## config.mk

```make
export PLATFORM = sky130hd
export DESIGN_NAME = csr_rmw_ctrl_flat
export DESIGN_NICKNAME = d
export VERILOG_FILES = /design/src/rtl/csr_rmw_ctrl_pkg.sv /design/src/rtl/csr_rmw_ctrl_if.sv /design/src/rtl/csr_rmw_ctrl_alu.sv /design/src/rtl/csr_rmw_ctrl.sv /design/src/flat_wrapper.sv
export SDC_FILE = /design/constraint.sdc
export NUM_CORES = 1
export LEC_CHECK = 0
export CAP_MARGIN = 20
export CORE_ASPECT_RATIO = 1.75
export CORE_UTILIZATION = 40
export CTS_BUF_LIST = sky130_fd_sc_hd__clkbuf_8
export DETAILED_ROUTE_END_ITERATION = 8
export GPL_TIMING_DRIVEN = 0
export PLACE_DENSITY = 0.66
export SETUP_SLACK_MARGIN = 0.5
export SLEW_MARGIN = 25
export SYNTH_ARGS = -nofsm -noshare
export SYNTH_HDL_FRONTEND = slang
export SYNTH_SLANG_ARGS = --single-unit
```

## constraint.sdc

```tcl
create_clock -name clk -period 3.1 [get_ports clk]
set_input_delay 0.93 -clock clk [delete_from_list [all_inputs] [get_ports clk]]
set_output_delay 0.93 -clock clk [all_outputs]
set_load 0.1 [all_outputs]
```

## src/rtl/csr_rmw_ctrl_pkg.sv

```systemverilog
// CSR read-modify-write controller shared types: funct3 op encodings, FSM states, trap CSR indices.
// Combinational helpers only; no state lives here.
package csr_pkg;

    typedef enum logic [2:0] {
        CSR_RW  = 3'b001,
        CSR_RS  = 3'b010,
        CSR_RC  = 3'b011,
        CSR_RWI = 3'b101,
        CSR_RSI = 3'b110,
        CSR_RCI = 3'b111
    } csr_op_e;

    typedef enum logic [2:0] {
        ST_IDLE       = 3'd0,
        ST_READ       = 3'd1,
        ST_WRITE      = 3'd2,
        ST_TRAP_EPC   = 3'd3,
        ST_TRAP_CAUSE = 3'd4
    } csr_state_e;

    localparam logic [5:0] CSR_MEPC_IDX   = 6'h01;
    localparam logic [5:0] CSR_MCAUSE_IDX = 6'h02;

    // funct3 000 and 100 are the only illegal encodings
    function automatic logic op_legal(input logic [2:0] op);
        return op[1:0] != 2'b00;
    endfunction

    // Plain writes always commit; set/clear commit only with a non-zero source
    function automatic logic op_always_writes(input logic [2:0] op);
        return op[1:0] == 2'b01;
    endfunction

endpackage

```

## src/rtl/csr_rmw_ctrl_if.sv

```systemverilog
// Request/response/trap handshakes plus the CSR file read/write port of the RMW controller.
// slave = controller side, master = pipeline and CSR file side.
interface csr_rmw_ctrl_if;
    logic        inst_valid;
    logic        inst_ready;
    logic [2:0]  inst_op;
    logic [5:0]  inst_addr;
    logic [31:0] inst_src;
    logic        inst_src_zero;
    logic        resp_valid;
    logic [31:0] resp_rdata;
    logic        resp_illegal;
    logic        trap_valid;
    logic        trap_ready;
    logic [31:0] trap_epc;
    logic [31:0] trap_cause;
    logic        csr_writeEn;
    logic [5:0]  csr_waddr;
    logic [31:0] csr_wdata;
    logic [5:0]  csr_raddr;
    logic [31:0] csr_rdata;

    modport slave (
        input  inst_valid, inst_op, inst_addr, inst_src, inst_src_zero,
        input  trap_valid, trap_epc, trap_cause, csr_rdata,
        output inst_ready, resp_valid, resp_rdata, resp_illegal, trap_ready,
        output csr_writeEn, csr_waddr, csr_wdata, csr_raddr
    );

    modport master (
        output inst_valid, inst_op, inst_addr, inst_src, inst_src_zero,
        output trap_valid, trap_epc, trap_cause, csr_rdata,
        input  inst_ready, resp_valid, resp_rdata, resp_illegal, trap_ready,
        input  csr_writeEn, csr_waddr, csr_wdata, csr_raddr
    );
endinterface

```

## src/rtl/csr_rmw_ctrl_alu.sv

```systemverilog
// Combinational CSR modify: write, set-bits or clear-bits of the old value; zero latency.
// Illegal encodings pass the old value through unchanged.
module csr_alu
    import csr_pkg::*;
(
    input  logic [2:0]  op_i,
    input  logic [31:0] old_i,
    input  logic [31:0] src_i,
    output logic [31:0] new_o
);

    always_comb begin
        new_o = old_i;
        case (op_i)
            CSR_RW, CSR_RWI: new_o = src_i;
            CSR_RS, CSR_RSI: new_o = old_i | src_i;
            CSR_RC, CSR_RCI: new_o = old_i & ~src_i;
            default:         new_o = old_i;
        endcase
    end

endmodule

```

## src/rtl/csr_rmw_ctrl.sv

```systemverilog
// CSR RMW controller: instruction response 2 cycles after accept, trap writes mepc then mcause.
// Ready only in IDLE (trap wins ties); one request in flight, issue interval 3 cycles.
module csr_rmw_ctrl
    import csr_pkg::*;
#(
    parameter logic [5:0] MEPC_ADDR   = CSR_MEPC_IDX,
    parameter logic [5:0] MCAUSE_ADDR = CSR_MCAUSE_IDX
) (
    input  logic           clk,
    input  logic           reset,
    csr_rmw_ctrl_if.slave  bus
);

    csr_state_e  state_q, state_d;
    logic [2:0]  op_q;
    logic [5:0]  addr_q;
    logic [31:0] src_q;
    logic        src_zero_q;
    logic [31:0] epc_q, cause_q, old_q;
    logic [5:0]  raddr_q, raddr_d, waddr_q, waddr_d;
    logic [31:0] wdata_q, wdata_d, rdata_q, rdata_d;
    logic [31:0] alu_new;
    logic        idle, inst_rdy, trap_rdy, inst_acc, trap_acc, we;

    csr_alu u_alu (
        .op_i  (op_q),
        .old_i (old_q),
        .src_i (src_q),
        .new_o (alu_new)
    );

    // Ready is gated by reset itself so it drops the moment reset asserts
    assign idle     = (state_q == ST_IDLE);
    assign trap_rdy = idle && reset;
    assign inst_rdy = idle && reset && !bus.trap_valid;
    assign trap_acc = bus.trap_valid && trap_rdy;
    assign inst_acc = bus.inst_valid && inst_rdy;

    always_comb begin
        state_d = state_q;
        raddr_d = raddr_q;
        waddr_d = waddr_q;
        wdata_d = wdata_q;
        rdata_d = rdata_q;
        we      = 1'b0;
        case (state_q)
            ST_IDLE: begin
                if (trap_acc)      state_d = ST_TRAP_EPC;
                else if (inst_acc) state_d = ST_READ;
            end
            ST_READ: begin
                raddr_d = addr_q;
                state_d = ST_WRITE;
            end
            ST_WRITE: begin
                waddr_d = addr_q;
                wdata_d = alu_new;
                rdata_d = old_q;
                we      = op_legal(op_q) && (op_always_writes(op_q) || !src_zero_q);
                state_d = ST_IDLE;
            end
            ST_TRAP_EPC: begin
                waddr_d = MEPC_ADDR;
                wdata_d = epc_q;
                we      = 1'b1;
                state_d = ST_TRAP_CAUSE;
            end
            ST_TRAP_CAUSE: begin
                waddr_d = MCAUSE_ADDR;
                wdata_d = cause_q;
                we      = 1'b1;
                state_d = ST_IDLE;
            end
            default: state_d = ST_IDLE;
        endcase
    end

    always_ff @(posedge clk or negedge reset) begin
        if (!reset) begin
            state_q    <= ST_IDLE;
            op_q       <= '0;
            addr_q     <= '0;
            src_q      <= '0;
            src_zero_q <= 1'b0;
            epc_q      <= '0;
            cause_q    <= '0;
            old_q      <= '0;
            raddr_q    <= '0;
            waddr_q    <= '0;
            wdata_q    <= '0;
            rdata_q    <= '0;
        end else begin
            state_q <= state_d;
            raddr_q <= raddr_d;
            waddr_q <= waddr_d;
            wdata_q <= wdata_d;
            rdata_q <= rdata_d;
            if (trap_acc) begin
                epc_q   <= bus.trap_epc;
                cause_q <= bus.trap_cause;
            end
            if (inst_acc) begin
                op_q       <= bus.inst_op;
                addr_q     <= bus.inst_addr;
                src_q      <= bus.inst_src;
                src_zero_q <= bus.inst_src_zero;
            end
            if (state_q == ST_READ) old_q <= bus.csr_rdata;
        end
    end

    assign bus.inst_ready   = inst_rdy;
    assign bus.trap_ready   = trap_rdy;
    assign bus.resp_valid   = (state_q == ST_WRITE);
    assign bus.resp_illegal = (state_q == ST_WRITE) && !op_legal(op_q);
    assign bus.resp_rdata   = rdata_d;
    assign bus.csr_writeEn  = we;
    assign bus.csr_waddr    = waddr_d;
    assign bus.csr_wdata    = wdata_d;
    assign bus.csr_raddr    = raddr_d;

endmodule
```

## src/flat_wrapper.sv

```systemverilog
// flat-port wrapper written by rule: the top's interface ports become plain ports
module csr_rmw_ctrl_flat import csr_pkg::*;
#(
    parameter logic [5:0] MEPC_ADDR   = CSR_MEPC_IDX,
    parameter logic [5:0] MCAUSE_ADDR = CSR_MCAUSE_IDX
)
  (clk, reset, bus_inst_valid, bus_inst_op, bus_inst_addr, bus_inst_src, bus_inst_src_zero, bus_trap_valid, bus_trap_epc, bus_trap_cause, bus_csr_rdata, bus_inst_ready, bus_resp_valid, bus_resp_rdata, bus_resp_illegal, bus_trap_ready, bus_csr_writeEn, bus_csr_waddr, bus_csr_wdata, bus_csr_raddr);
  csr_rmw_ctrl_if bus_i ();
  input  logic clk;
  input  logic reset;
  input wire logic [$bits(bus_i.inst_valid)-1:0] bus_inst_valid;
  input wire logic [$bits(bus_i.inst_op)-1:0] bus_inst_op;
  input wire logic [$bits(bus_i.inst_addr)-1:0] bus_inst_addr;
  input wire logic [$bits(bus_i.inst_src)-1:0] bus_inst_src;
  input wire logic [$bits(bus_i.inst_src_zero)-1:0] bus_inst_src_zero;
  input wire logic [$bits(bus_i.trap_valid)-1:0] bus_trap_valid;
  input wire logic [$bits(bus_i.trap_epc)-1:0] bus_trap_epc;
  input wire logic [$bits(bus_i.trap_cause)-1:0] bus_trap_cause;
  input wire logic [$bits(bus_i.csr_rdata)-1:0] bus_csr_rdata;
  output wire logic [$bits(bus_i.inst_ready)-1:0] bus_inst_ready;
  output wire logic [$bits(bus_i.resp_valid)-1:0] bus_resp_valid;
  output wire logic [$bits(bus_i.resp_rdata)-1:0] bus_resp_rdata;
  output wire logic [$bits(bus_i.resp_illegal)-1:0] bus_resp_illegal;
  output wire logic [$bits(bus_i.trap_ready)-1:0] bus_trap_ready;
  output wire logic [$bits(bus_i.csr_writeEn)-1:0] bus_csr_writeEn;
  output wire logic [$bits(bus_i.csr_waddr)-1:0] bus_csr_waddr;
  output wire logic [$bits(bus_i.csr_wdata)-1:0] bus_csr_wdata;
  output wire logic [$bits(bus_i.csr_raddr)-1:0] bus_csr_raddr;
  assign bus_i.inst_valid = bus_inst_valid;
  assign bus_i.inst_op = bus_inst_op;
  assign bus_i.inst_addr = bus_inst_addr;
  assign bus_i.inst_src = bus_inst_src;
  assign bus_i.inst_src_zero = bus_inst_src_zero;
  assign bus_i.trap_valid = bus_trap_valid;
  assign bus_i.trap_epc = bus_trap_epc;
  assign bus_i.trap_cause = bus_trap_cause;
  assign bus_i.csr_rdata = bus_csr_rdata;
  assign bus_inst_ready = bus_i.inst_ready;
  assign bus_resp_valid = bus_i.resp_valid;
  assign bus_resp_rdata = bus_i.resp_rdata;
  assign bus_resp_illegal = bus_i.resp_illegal;
  assign bus_trap_ready = bus_i.trap_ready;
  assign bus_csr_writeEn = bus_i.csr_writeEn;
  assign bus_csr_waddr = bus_i.csr_waddr;
  assign bus_csr_wdata = bus_i.csr_wdata;
  assign bus_csr_raddr = bus_i.csr_raddr;
  csr_rmw_ctrl #(.MEPC_ADDR(MEPC_ADDR), .MCAUSE_ADDR(MCAUSE_ADDR)) u_core (.clk(clk), .reset(reset), .bus(bus_i));
endmodule
```

==> qor.txt, run 1 <==
mapped cell area -> 0.009713 mm²
Hold Vio Cnt, Final -> 0
Synth warnings -> 0
Multi-input gate area -> 0.005569 mm²
TritonCTS buffer count -> 35
Rows -> 75
port bufs -> 221
CTS tree -> yes
pins over their slew limit -> 0
Max Clk Rate -> 0.3061 GHz
RR Startpoint -> u_core.state_q[2]
htree depth -> 2
Die Span X -> 119.8 µm
synthesized flop and latch total -> 216
Critical Path RT -> 2170 ps
Worst path max stage delay -> 390 ps
Reg2Reg Depth -> 6
final setup fails -> 77
Synth cell types -> 28
Reg-to-Reg End -> u_core.addr_q[2]
RD Place Congestion -> 0.8004
critical path startpoint category -> flip-flop
fin crit share -> 1.054
Avg Synthesized Cell Area -> 11.98 µm²
Core Footprint -> 0.02393 mm²
Reg area -> 0.005408 mm²
Setup WS pre-CTS -> -1481 ps
crit path time final -> 3267 ps
area grow syn2layout -> 71.98%
clk_lat worst skew -> 540 ps
Post-synth top flop -> dfrtp_1
Post-synth ARST share -> 1.000
DRT Pass-1 Iters -> 4
worst-path fanout max -> 7
Crit-path slowest cell -> dfrtp_1
maximum clock path buffer count -> 3
Post-synth EDFFs -> 0
Worst Path Buf+Inv -> 6
initial DRC count -> 408
worst rel slew slack -> 0.6143
fraction of layout cells with a size suffix above 1 -> 0.5128
RSZ-0062 raised after global routing -> yes
DIE HEIGHT -> 208.1 µm
worst hold path type -> input port to asynchronous set/reset pin
worst-margin pin slew -> 578.6 ps
GRT Overall Usage -> 0.2639
largest area contributor in the synthesized netlist -> dfrtp_1
Antenna Nets Post-Route -> 0
Layout Skew -> 31.25 ps
reg-to-reg setup timing slack -> 930 ps
post-synth top area share -> 0.5565
outcome -> finished, violations left
clock sink count -> 216
# IOs -> 223
dpl hpwl -> 22.35 mm
most common cell in the netlist -> dfrtp_1
via count -> 7892
drc violations -> 0
kind of critical path -> flip-flop to output port
initial antenna violation count -> 2
vias in the first global route -> 8380
GR Overflow Total -> 0
Critical Path, Cell by Cell -> buf_6 -> or3b_4 -> buf_8 -> buf_12 -> buf_12 -> clkbuf_16 -> nand2_4 -> nand2_8 -> buf_12
failing checks -> negative setup slack
Routed Wire Length -> 32.56 mm
worst setup margin -> -167.1 ps
crit path capture type -> output port
final net count -> 1261
CTS clk-pin slew, worst paths -> 60 ps
ranking of synthesized cells by area -> dfrtp_1, mux2_2, nand2_1
max-cap violation count -> 0
average vias per placed instance -> 5.454
CTS root buffer -> clkbuf_8
WL per Instance -> 22.50 µm
syn_nets -> 953
Post-CTS Hold Buffers -> 0
sequential area share after synthesis -> 0.5565
largest net degree at the start of global routing -> 67
most frequent cells after synthesis -> dfrtp_1, mux2_2, nand2_1
Die Footprint -> 0.02493 mm²
starting density of the core -> 0.4059
first-pass GRT wire length -> 49.34 mm
CP dominant cell by count -> buf_12
Largest delay share family, worst path -> buffers and inverters
Filler Cell Count -> 1672
synthesized instance count -> 811
CP arrival -> 2340 ps
[logic make-up after synthesis]
kind of cell | Yosys count | synth area share
AOI/OAI and AO/OA | 173 | 0.1408
buffers and inverters | 102 | 0.04289
DFF | 216 | 0.5565
muxes | 143 | 0.1658
and+or+nand+nor | 177 | 0.09404
[how the worst max path moves through the flow]
stage	start	end	depth (start not counted)
2_1_floorplan	u_core.state_q[2]	bus_csr_wdata[20]	5
3_3_place_gp	reset	bus_inst_ready	4
3_5_place_dp	reset	bus_inst_ready	6
4_1_cts	u_core.state_q[2]	bus_csr_wdata[3]	7
5_1_grt	u_core.state_q[2]	bus_resp_rdata[20]	9
6_report	u_core.state_q[2]	bus_resp_rdata[20]	9
[state kept, by name, indices dropped and copies added (netlist names)]
name,count
u_core.cause_q,32
u_core.epc_q,32
u_core.old_q,32
u_core.rdata_q,32
u_core.src_q,32
u_core.wdata_q,32
u_core.addr_q,6
u_core.raddr_q,6
u_core.waddr_q,6
u_core.state_q,3
u_core.op_q,2
u_core.src_zero_q,1
[cell type report]
type | count | area share
Antenna cell | 2 | 0.0002996
Buffer | 68 | 0.04412
Clock buffer | 42 | 0.03460
Clock inverter | 13 | 0.004719
Inverter | 34 | 0.007865
Multi-Input combinational cell | 493 | 0.3334
Sequential cell | 216 | 0.3237
Tap cell | 308 | 0.02307
Timing Repair Buffer | 271 | 0.2282
[through the flow]
step           setup TNS, ps  cell area, µm²  hold WS, ps    util  std cells
6_report               -8691           16700        320.1  0.6981       1447
5_1_grt               -12370           16700        313.2  0.6981       1447
4_1_cts               -11000           16330        302.1  0.6824       1432
3_5_place_dp          -89970           13840        477.3  0.5782       1343
3_3_place_gp        -2717160           13750        469.7  0.5745       1340
2_1_floorplan          -4300           11150        470.4       -        811
[per-layer routing]
metal	GRT usage	vias to the layer above	routed length, µm
met4	0.1043	0	1143
li1	-	3613	-
met5	0	-	0
met2	0.4947	227	18240
met1	0.2989	3992	12060
met3	0.03070	60	1116
[cell usage in the layout, fill, tap and decap left out, types with 3 or more instances in the layout]
master           netlist  layout
a21oi_1               34      32
a22o_4                 0       4
a22oi_1               33      21
a22oi_2                0      12
buf_12                 0      95
buf_16                 0       5
buf_2                 21       4
buf_4                  2      29
buf_6                  0      19
buf_8                  0       4
bufbuf_16              0       7
clkbuf_1              42       4
clkbuf_16              0       8
clkbuf_2               0      12
clkbuf_4               0      12
clkbuf_8               0      43
clkdlybuf4s50_1        0     139
clkinv_2               0       4
dfrtp_1              216     214
inv_1                 33      41
mux2_2               143     137
mux2_4                 0       6
nand2_2                0      33
nand2_4                0      27
nand2_8                0      39
nand3b_1              33      33
o211ai_1              32      32
o21ai_0                4       3
o221a_2               32      32
o221ai_4               0      30
or3_1                 32      30
[timing repair]
item / in CTS / in global routing
pin swaps: 17 / 8
resized for setup: 862 / 74
buffers inserted: 23 / 10
endpoints found under the setup margin: 180 / 81
gates cloned: 11 / 3
Power of run 1 is left out: the tool's default activity adds up to more than one toggle a clock period on the data nets, which glitch-free logic cannot reach.
==> inputs of run 2 (changes only) <==
Settings changed: GPL_ROUTABILITY_DRIVEN set to 0, PLACE_DENSITY 0.66 to 0.69.
Clock period 3.1 ns to 3 ns, I/O delays scaled along.
==> run 2 against run 1 <==
  * The flow still finishes with violations (negative setup slack)
  * Core utilization is 3.2 points higher
  * Wire length is 2.4% higher
  * First-iteration DRC count is 8.8% lower
  * Via count is 0.99% higher
  * Non-clock buffer count is 11 higher
  * Cell count is 1.5% higher
  * Register-to-register slack worse by 330 ps
  * Flip-flop and latch count stayed put
  * Critical endpoint is now bus_resp_rdata[7]
==> qor.txt, run 2 (synthesized netlist as in run 1, its figures left out) <==
first-pass GRT wire length -> 51.95 mm (+5.3%)
Reg2Reg Depth -> 8 (+2)
DIE HEIGHT -> 208.1 µm (unchanged)
Setup WS pre-CTS -> -1832 ps (-350.7 ps)
WL per Instance -> 22.71 µm (+0.93%)
CTS clk-pin slew, worst paths -> 70 ps (about the same)
final net count -> 1272 (+0.87%)
dpl hpwl -> 22.31 mm (-0.18%)
drc violations -> 0 (unchanged)
critical path startpoint category -> flip-flop
RR Startpoint -> u_core.state_q[1]
port bufs -> 221 (unchanged)
# IOs -> 223 (unchanged)
DRT Pass-1 Iters -> 5 (+1)
Reg-to-Reg End -> u_core.addr_q[3]
vias in the first global route -> 8732 (+4.2%)
Setup TNS -> -14940 ps (-6251 ps)
fin crit share -> 1.080
Die Footprint -> 0.02493 mm² (unchanged)
GRT Overall Usage -> 0.2795 (+0.01561)
crit path capture type -> output port
CP arrival -> 2340 ps (about the same)
crit path time final -> 3241 ps
outcome -> finished, violations left
TritonCTS buffer count -> 35 (unchanged)
met1 Track Usage GR -> 0.3161 (+0.01715)
area grow syn2layout -> 79.97%
worst hold path type -> input port to asynchronous set/reset pin
Hold Vio Cnt, Final -> 0 (unchanged)
RSZ-0062 raised after global routing -> yes
final core area utilization -> 0.7305 (+0.03242)
worst setup margin -> -241.0 ps (-73.98 ps)
worst rel slew slack -> 0.5539 (-0.06035)
Core Footprint -> 0.02393 mm² (unchanged)
met2 GRT Util -> 0.5091 (+0.01435)
Die Span X -> 119.8 µm (unchanged)
maximum clock path buffer count -> 3 (unchanged)
max-cap violation count -> 0 (unchanged)
design area -> 0.01748 mm² (+4.6%)
Post-CTS Hold Buffers -> 0 (unchanged)
clk_lat worst skew -> 530 ps (about the same)
Routed Wire Length -> 33.33 mm (+2.4%)
Critical Path RT -> 2100 ps (-70 ps)
htree depth -> 2 (unchanged)
most frequent cells in the layout -> dfrtp_1, clkdlybuf4s50_1, mux2_2
worst-path fanout max -> 7 (unchanged)
initial antenna violation count -> 7 (+5)
average vias per placed instance -> 5.429 (-0.46%)
worst-margin pin slew -> 669.1 ps (+90.53 ps)
kind of critical path -> flip-flop to output port
CTS tree -> yes
GR met3 Demand/Resource -> 0.03125 (+0.0005482)
initial DRC count -> 372 (-8.8%)
CTS root buffer -> clkbuf_8
GR Overflow Total -> 0 (unchanged)
area post-placement -> 0.01441 mm² (+4.2%)
commonest non-fill, non-tap cell in the layout -> dfrtp_1
reg-to-reg setup timing slack -> 600 ps (-330 ps)
failing checks -> negative setup slack
Antenna Nets Post-Route -> 0 (unchanged)
pins over their slew limit -> 0 (unchanged)
Rows -> 75 (unchanged)
Max Clk Rate -> 0.3085 GHz
fraction of layout cells with a size suffix above 1 -> 0.5074 (-0.005381)
clock sink count -> 216 (unchanged)
final setup fails -> 78 (+1.3%)
Layout Skew -> 21.40 ps (-9.848 ps)
largest net degree at the start of global routing -> 45 (-33%)
via count -> 7970 (+0.99%)
starting density of the core -> 0.4059 (unchanged)
gr busiest metal -> met2
run 2: cell types whose count changed in the layout (fill, tap and decap cells not counted), moves of 3 or more:
cell / change
nand2_2: -33
clkbuf_8: +9
buf_12: -6
nand2_8: +39
buf_8: +3
buf_16: +8
nand2_4: -7
diode_2: +5
a22oi_1: +7
buf_4: +4
clkbuf_4: -5
clkbuf_1: +3
a22oi_2: -7
buf_6: -3
run 2: metrics by stage:
step / hold WS, ps / instances
5_1_grt: 296.9 / 1468
2_1_floorplan: 470.4 / 811
6_report: 309.2 / 1468
4_1_cts: 290.5 / 1452
3_5_place_dp: 474.4 / 1342
3_3_place_gp: 469.7 / 1340
run 2: final cells by class:
class	count	area, µm²
Buffer	68	757.0
Antenna cell	7	17.52
Clock buffer	48	660.6
Fill cell	1509	6449
Clock inverter	12	47.55
Sequential cell	216	5408
Tap cell	308	385.4
Inverter	34	140.1
Timing Repair Buffer	282	4016
Multi-Input combinational cell	493	6048
run 2: what timing repair did:
action / 4_1_cts / 5_1_grt
setup buffers: 34 / 9
resized for setup: 865 / 14
pin swaps: 42 / 15
cloned: 16 / 0
endpoints found under the setup margin: 188 / 81
run 2: worst max-delay path by stage:
stage                                 start                 to  depth (start not counted)
after global placement                reset     bus_inst_ready                          4
after CTS                 u_core.state_q[2]  bus_resp_rdata[7]                          9
after floorplan                       reset     bus_inst_ready                          2
after global routing      u_core.state_q[2]  bus_resp_rdata[7]                          9
final                     u_core.state_q[2]  bus_resp_rdata[7]                          9
after detailed placement              reset     bus_inst_ready                          6
run 2: metal layers:
metal	routed length [µm]	up-vias
met1	12050	3973
met3	1326	79
li1	-	3643
met4	1603	0
met5	0	-
met2	18360	275
run 2: worst max-delay path: stages (launching register included):
cell       delay (ps)
dfrtp_1           400
buf_6             130
or3b_4            370
buf_8             140
buf_12            150
buf_8             140
clkbuf_16         190
nand2_8            80
nand2_8            50
buf_12            160
Power of run 2 is left out for the same reason.
==> inputs of run 3 (changes only) <==
Settings changed: GPL_ROUTABILITY_DRIVEN 0 to 1.
==> results of run 3 <==
Same layout as run 2: the final DEF is identical, and so are final timing and power.
Power of run 3 is left out for the same reason.
